<file path="config.mk">
export PLATFORM = sky130hd
export DESIGN_NAME = rf_write_arbiter
export DESIGN_NICKNAME = d
export VERILOG_FILES = /design/src/rtl/rf_write_arbiter.sv
export SDC_FILE = /design/constraint.sdc
export NUM_CORES = 1
export LEC_CHECK = 0
export ABC_AREA = 1
export BUFFER_PORTS_ARGS = -buffer_cell sky130_fd_sc_hd__buf_2
export CAP_MARGIN = 20
export CORE_AREA = 5 5 103 105
export DETAILED_ROUTE_END_ITERATION = 8
export DIE_AREA = 0 0 108 110
export GPL_TIMING_DRIVEN = 0
export SYNTH_ARGS = -nofsm -noshare
export SYNTH_HDL_FRONTEND = slang
export SYNTH_SLANG_ARGS = --single-unit
</file>
<file path="constraint.sdc">
create_clock -name clk -period 2.7 [get_ports clk]
set_clock_uncertainty 0.1 [all_clocks]
set_input_delay 0.27 -clock clk [delete_from_list [all_inputs] [get_ports clk]]
set_output_delay 0.27 -clock clk [all_outputs]
set_load 0.03 [all_outputs]
</file>
<file path="src/rtl/rf_write_arbiter.sv">
// Purpose: owns the register file write port. Zeroes registers 1..NUM_REGS-1 after reset or clear_req,
//          then arbitrates NUM_REQ writers: requester 0 (ROB commit) has priority, secondaries are round-robin with a starvation override.
// Latency: 1 cycle from valid&ready to rf_we/rf_waddr/rf_wdata. Backpressure: requests hold until the one-hot req_ready grants them.
//
// Ports:
//   clk, rst          clock, async active-low reset
//   clear_req         single-cycle pulse, restarts the zeroing sweep
//   req_valid/addr/data  per-requester write requests (addr/data packed, requester i at [i*W +: W])
//   req_ready         one-hot combinational grant
//   rf_we/waddr/wdata registered register-file write port
//   grant_id          registered index of the requester behind the current write (0 during sweep)
//   init_done         high while arbitration is active
module rf_write_arbiter #(
    parameter int NUM_REQ    = 3,
    parameter int DATA_W     = 32,
    parameter int ADDR_W     = 5,
    parameter int NUM_REGS   = 32,
    parameter int STARVE_MAX = 4
) (
    input  logic                        clk,
    input  logic                        rst,
    input  logic                        clear_req,
    input  logic [NUM_REQ-1:0]          req_valid,
    input  logic [NUM_REQ*ADDR_W-1:0]   req_addr,
    input  logic [NUM_REQ*DATA_W-1:0]   req_data,
    output logic [NUM_REQ-1:0]          req_ready,
    output logic                        rf_we,
    output logic [ADDR_W-1:0]           rf_waddr,
    output logic [DATA_W-1:0]           rf_wdata,
    output logic [$clog2(NUM_REQ)-1:0]  grant_id,
    output logic                        init_done
);

    localparam int GW = $clog2(NUM_REQ);
    localparam int SW = $clog2(STARVE_MAX + 1);
    localparam logic [ADDR_W-1:0] LAST_ADDR = ADDR_W'(NUM_REGS - 1);
    localparam logic [SW-1:0]     SMAX      = SW'(STARVE_MAX);

    typedef enum logic {ST_INIT, ST_ARB} state_t;

    state_t             state, state_nxt;
    logic [ADDR_W-1:0]  sweep_cnt;
    logic [GW-1:0]      rr_ptr;
    logic [SW-1:0]      starve_cnt [NUM_REQ];

    logic               active;
    logic [NUM_REQ-1:0] starved;
    logic [NUM_REQ-1:0] sec_valid;
    logic [GW:0]        pick_starved;
    logic [GW:0]        pick_valid;
    logic               gnt_found;
    logic [GW-1:0]      gnt_idx;
    logic [ADDR_W-1:0]  sel_addr;
    logic [DATA_W-1:0]  sel_data;

    // Round-robin search over secondaries 1..NUM_REQ-1 starting at ptr.
    // Returns {found, index}. Descending loop so the candidate closest to ptr is assigned last and wins.
    function automatic logic [GW:0] rr_pick(input logic [NUM_REQ-1:0] cand, input logic [GW-1:0] ptr);
        logic [GW:0] res;
        int          idx;
        res = '0;
        for (int k = NUM_REQ - 2; k >= 0; k--) begin
            idx = int'(ptr) + k;
            if (idx > NUM_REQ - 1) idx = idx - (NUM_REQ - 1);
            if (cand[GW'(idx)]) res = {1'b1, GW'(idx)};
        end
        return res;
    endfunction

    // Arbitration only runs once the post-sweep idle cycle has passed (init_done high),
    // so the first ARB cycle always drives rf_we low.
    always_comb begin
        active    = (state == ST_ARB) && init_done && !clear_req;
        sec_valid = {req_valid[NUM_REQ-1:1], 1'b0};
        starved   = '0;
        for (int j = 1; j < NUM_REQ; j++) begin
            starved[j] = req_valid[j] && (starve_cnt[j] == SMAX);
        end
        pick_starved = rr_pick(starved, rr_ptr);
        pick_valid   = rr_pick(sec_valid, rr_ptr);

        gnt_found = 1'b0;
        gnt_idx   = '0;
        if (active) begin
            if (pick_starved[GW]) begin
                gnt_found = 1'b1;
                gnt_idx   = pick_starved[GW-1:0];
            end else if (req_valid[0]) begin
                gnt_found = 1'b1;
                gnt_idx   = '0;
            end else if (pick_valid[GW]) begin
                gnt_found = 1'b1;
                gnt_idx   = pick_valid[GW-1:0];
            end
        end

        req_ready = '0;
        if (gnt_found) req_ready[gnt_idx] = 1'b1;

        sel_addr = '0;
        sel_data = '0;
        for (int i = 0; i < NUM_REQ; i++) begin
            if (i == int'(gnt_idx)) begin
                sel_addr = req_addr[i*ADDR_W +: ADDR_W];
                sel_data = req_data[i*DATA_W +: DATA_W];
            end
        end
    end

    always_comb begin
        state_nxt = state;
        if (clear_req) begin
            state_nxt = ST_INIT;
        end else if (state == ST_INIT && sweep_cnt == LAST_ADDR) begin
            state_nxt = ST_ARB;
        end
    end

    always_ff @(posedge clk or negedge rst) begin
        if (!rst) begin
            state <= ST_INIT;
        end else begin
            state <= state_nxt;
        end
    end

    always_ff @(posedge clk or negedge rst) begin
        if (!rst) begin
            sweep_cnt <= ADDR_W'(1);
            rr_ptr    <= GW'(1);
            rf_we     <= 1'b0;
            rf_waddr  <= '0;
            rf_wdata  <= '0;
            grant_id  <= '0;
            init_done <= 1'b0;
            for (int j = 0; j < NUM_REQ; j++) starve_cnt[j] <= '0;
        end else if (clear_req) begin
            sweep_cnt <= ADDR_W'(1);
            rr_ptr    <= GW'(1);
            rf_we     <= 1'b0;
            init_done <= 1'b0;
            for (int j = 0; j < NUM_REQ; j++) starve_cnt[j] <= '0;
        end else if (state == ST_INIT) begin
            rf_we     <= 1'b1;
            rf_waddr  <= sweep_cnt;
            rf_wdata  <= '0;
            grant_id  <= '0;
            sweep_cnt <= sweep_cnt + ADDR_W'(1);
        end else if (!init_done) begin
            rf_we     <= 1'b0;
            init_done <= 1'b1;
        end else begin
            if (gnt_found) begin
                // Address 0 is hardwired; the request is acknowledged but never written.
                rf_we    <= (sel_addr != '0);
                rf_waddr <= sel_addr;
                rf_wdata <= sel_data;
                grant_id <= gnt_idx;
                if (gnt_idx != '0) begin
                    rr_ptr <= (gnt_idx == GW'(NUM_REQ - 1)) ? GW'(1) : gnt_idx + GW'(1);
                end
            end else begin
                rf_we <= 1'b0;
            end
            for (int j = 1; j < NUM_REQ; j++) begin
                if (!req_valid[j] || req_ready[j]) begin
                    starve_cnt[j] <= '0;
                end else if (starve_cnt[j] != SMAX) begin
                    starve_cnt[j] <= starve_cnt[j] + SW'(1);
                end
            end
        end
    end

endmodule

</file>
==> results.md <==
- Status: finished clean
- CP Cell Sequence: inv_1 > ha_1 > nand3_1 > nor2_2 > nor2_2 > nand2_1 > buf_6 > nand2_4 > buf_6 > nor2_1 > buf_2
- Max stage delay on crit path: 410 ps
- Pint: 0.001230 W
- Chip Height: between 100 and 150 um
- TritonCTS Sinks: 55
- Syn Std Cell Area: roughly 3200 sq um
- Worst Hold Path EP: rf_wdata[5]$_DFFE_PN0P_
- CTS tree: built
- Synth area leaders: dfrtp_1 41%, nand2_1 16%, nand3_1 6.2%
- Maximum clock insertion buffer count: 2
- FF-to-FF setup slack: approximately 330 ps
- Post-Layout Inst Area: roughly 4300 sq um
- Max Cap Violations: 0
- Congestion Overflow GR: 0
- Clk slew on worst S/H paths: ~100 ps
- Worst path slowest cell: dfrtp_1
- Hpwl dp: approximately 8500 um
- Initial Utilization: 0.3384
- Max H-tree Level: 2
- Final cycle utilization of the critical path: 0.9329
- Cell Area, Placed: between 4000 and 5000 sq um
- Crit path required time: roughly 2300 ps
- Hold path depth: 3
- PortBufs: between 150 and 200
- Total negative slack: 0 ps
- Max Clk Rate: around 0.4 GHz
- Final hold violation count: 0
- DRT iter0 DRCs: around 190
- Max-slew violation count: 0
- Post-Syn Instances: 422
- First-pass GRT wire length: about 16,000 um
- Hold crit path type: in2reg
- Root Driver: clkbuf_8
- Crit path max-delay family: buffers and inverters
- RR Endpoint: rf_wdata[12]$_DFFE_PN0P_
- Number of synthesized register bits: 55
- Seq/Total Area, Yosys: 0.4266
- CP endpoint kind: output pin
- GP Congestion: just under 0.9
- Critical Path Fanout Max: 10
- Power Total: around 0.0016 W
- Fin cells: 723
- Avg Cell Area, Syn: around 7.7 sq um
- Worst Reg2Reg Path Length in Cells: 7
- Worst r2r src: rr_ptr[0]$_DFFE_PN1P_
- Drt total wl: roughly 11,000 um
- Total iterations of the first detailed-routing run: 4
- Slew @ Worst Pin: 589.7 ps
- Utilization after layout: 0.4537
- Share of power burned in registers: 0.522
- IR Drop Worst-Case VDD: ~0.22 mV
- Die W: ~110 um
- WL/cell: 14.84 um
- Vias per std cell: around 4.8
- YS warnings: 0
- Core area: 9549 sq um
- RSZ-0062 raised after global routing: no
- Logic pwr share: 0.147
- Largest area contributor in the netlist: dfrtp_1
- Post-synth top area share: 0.4104
- Antenna cells: 0
- ANT nets after route: 0
- Number of global-route vias before repair: around 3,300
- Initial antenna violation count: 0
- Slew headroom: 0.6069
- Part of the power in the clock network: 0.332
- Num rows: 36
- Area grow syn2layout: 34.07%
- Clk Latency, worst-skew pair: 300 ps
- Largest net degree at the start of global routing: 33
- Power per cell area: approximately 380 nW/um^2
- CP Launch Point: starve_cnt[0]$_DFFE_PN0P_
- Leak: roughly 2.5 nW
- Sw power: between 0.0004 and 0.0005 W
- CTS buffer count: 5
- Vias: between 3,000 and 4,000
- Full die area: ~12,000 sq um
- # DRC: 0
- Syn nets: 545
- Kind of critical path: reg2out
- Synth unique cells: 33
- Placed insts: slightly above 700
- WP data arrival: 2150 ps
- Startpoint types: register
- Fraction of layout cells with a size suffix above 1: 0.3508
- Critical path buffer and inverter count: 4
- Total track usage: 0.1732
- Worst hold start: req_data[69]
- Final setup viols: 0
- Sw Ratio: 0.2526
- Tmin final: between 2000 and 3000 ps
- I/O Pins: 161
- Final #Nets: 712
[through the flow]
stage / setup slack [ps] / hold slack [ps]
global placement: 486.3 / 355.0
global route: 17.78 / 114.3
floorplan: 623.8 / -125.6
CTS: 100.7 / 107.8
finish: 181.1 / 111.7
detailed placement: 456.3 / 209.5
[logic make-up after synthesis]
kind of cell	Yosys count	share of synthesized area
fa+ha+maj	6	0.02323
simple gates	229	0.3093
flops	55	0.4266
buf+inv	52	0.08634
compound gates	80	0.1545
[flip-flops by register name, indices dropped and copies added, names as in the netlist]
register and cells:
starve_cnt 6, state 1, rf_we 1, grant_id 2, init_done 1, sweep_cnt 5
rf_wdata 32, rf_waddr 5, rr_ptr 2
[metal layers]
| layer | track usage | part of all wire | up-vias |
|---|---|---|---|
| met5 | 0 | 0 | - |
| li1 | - | - | 1729 |
| met4 | 0.03517 | 0.0085 | 0 |
| met3 | 0.02155 | 0.056 | 4 |
| met1 | 0.2217 | 0.43 | 1621 |
| met2 | 0.3153 | 0.51 | 115 |
[final cells by class]
cell class / count / area (sq um)
well taps: 133 / 166.4
fillers: 1023 / 5216
flip-flops and latches: 55 / 1379
clock inverters: 3 / 43.79
repair buffers: 162 / 833.3
clock buffers: 5 / 68.82
inverters: 28 / 107.6
plain buffers: 22 / 160.2
multi-input cells: 315 / 1574
[timing repair]
| item | in CTS | in global routing |
|---|---|---|
| buffers inserted | 0 | 0 |
| resized for setup | 0 | 1 |
| endpoints found under the setup margin | 0 | 2 |
| hold endpoints to repair | 22 | 0 |
| hold buffers | 1 | 0 |
[worst register-to-register path, cell delays in order, from the launching register on]
cell and delay (ps):
dfstp_2 560, inv_1 70, nand2_1 90, nand2_1 90, a31oi_4 470, clkbuf_1 400, o21ai_0 200, o31ai_1 300
[placed cells by master, fill, tap and decap left out, types with 3 or more instances in the layout]
master / count
buf_2: 167
nand2_1: 141
dfrtp_1: 53
nand3_1: 40
nor2_1: 27
a21oi_1: 25
inv_1: 24
o21ai_0: 21
o211ai_1: 19
o31ai_1: 9
buf_6: 8
ha_1: 6
clkbuf_8: 5
nor2_2: 4
clkbuf_1: 4
nand2_4: 3
nor3_1: 3
[worst max-delay path by stage]
| stage | to | slack, ps | cells past startpoint |
|---|---|---|---|
| 4_1_cts | req_ready[0] | 100 | 8 |
| 2_1_floorplan | req_ready[0] | 620 | 10 |
| 3_3_place_gp | req_ready[0] | 490 | 9 |
| 5_1_grt | req_ready[0] | 20 | 11 |
| 6_report | req_ready[0] | 180 | 11 |
| 3_5_place_dp | req_ready[0] | 460 | 8 |
[Yosys cell counts (all sizes together)]
master  number
nand2      144
nand4        2
buf         19
nor2        33
clkinv       1
a31oi        2
clkbuf       5
o21ai       23
and3         1
or2          4
o211ai      19
o31ai       10
nor3         3
nand3       42
a22o         1
dfrtp       53
ha           6
a21oi       25
dfstp        2
inv         27
[power groups by stage]
stage	sequential [W]	combinational (W)	clock, W
floorplan	0.000890	0.0000893	0
global placement	0.000874	0.000237	0
detailed placement	0.000875	0.000243	0
CTS	0.000859	0.000246	0.000566
global route	0.000861	0.000275	0.000608
finish	0.000859	0.000242	0.000546
Note: power is estimated with default switching activity, not from simulation.
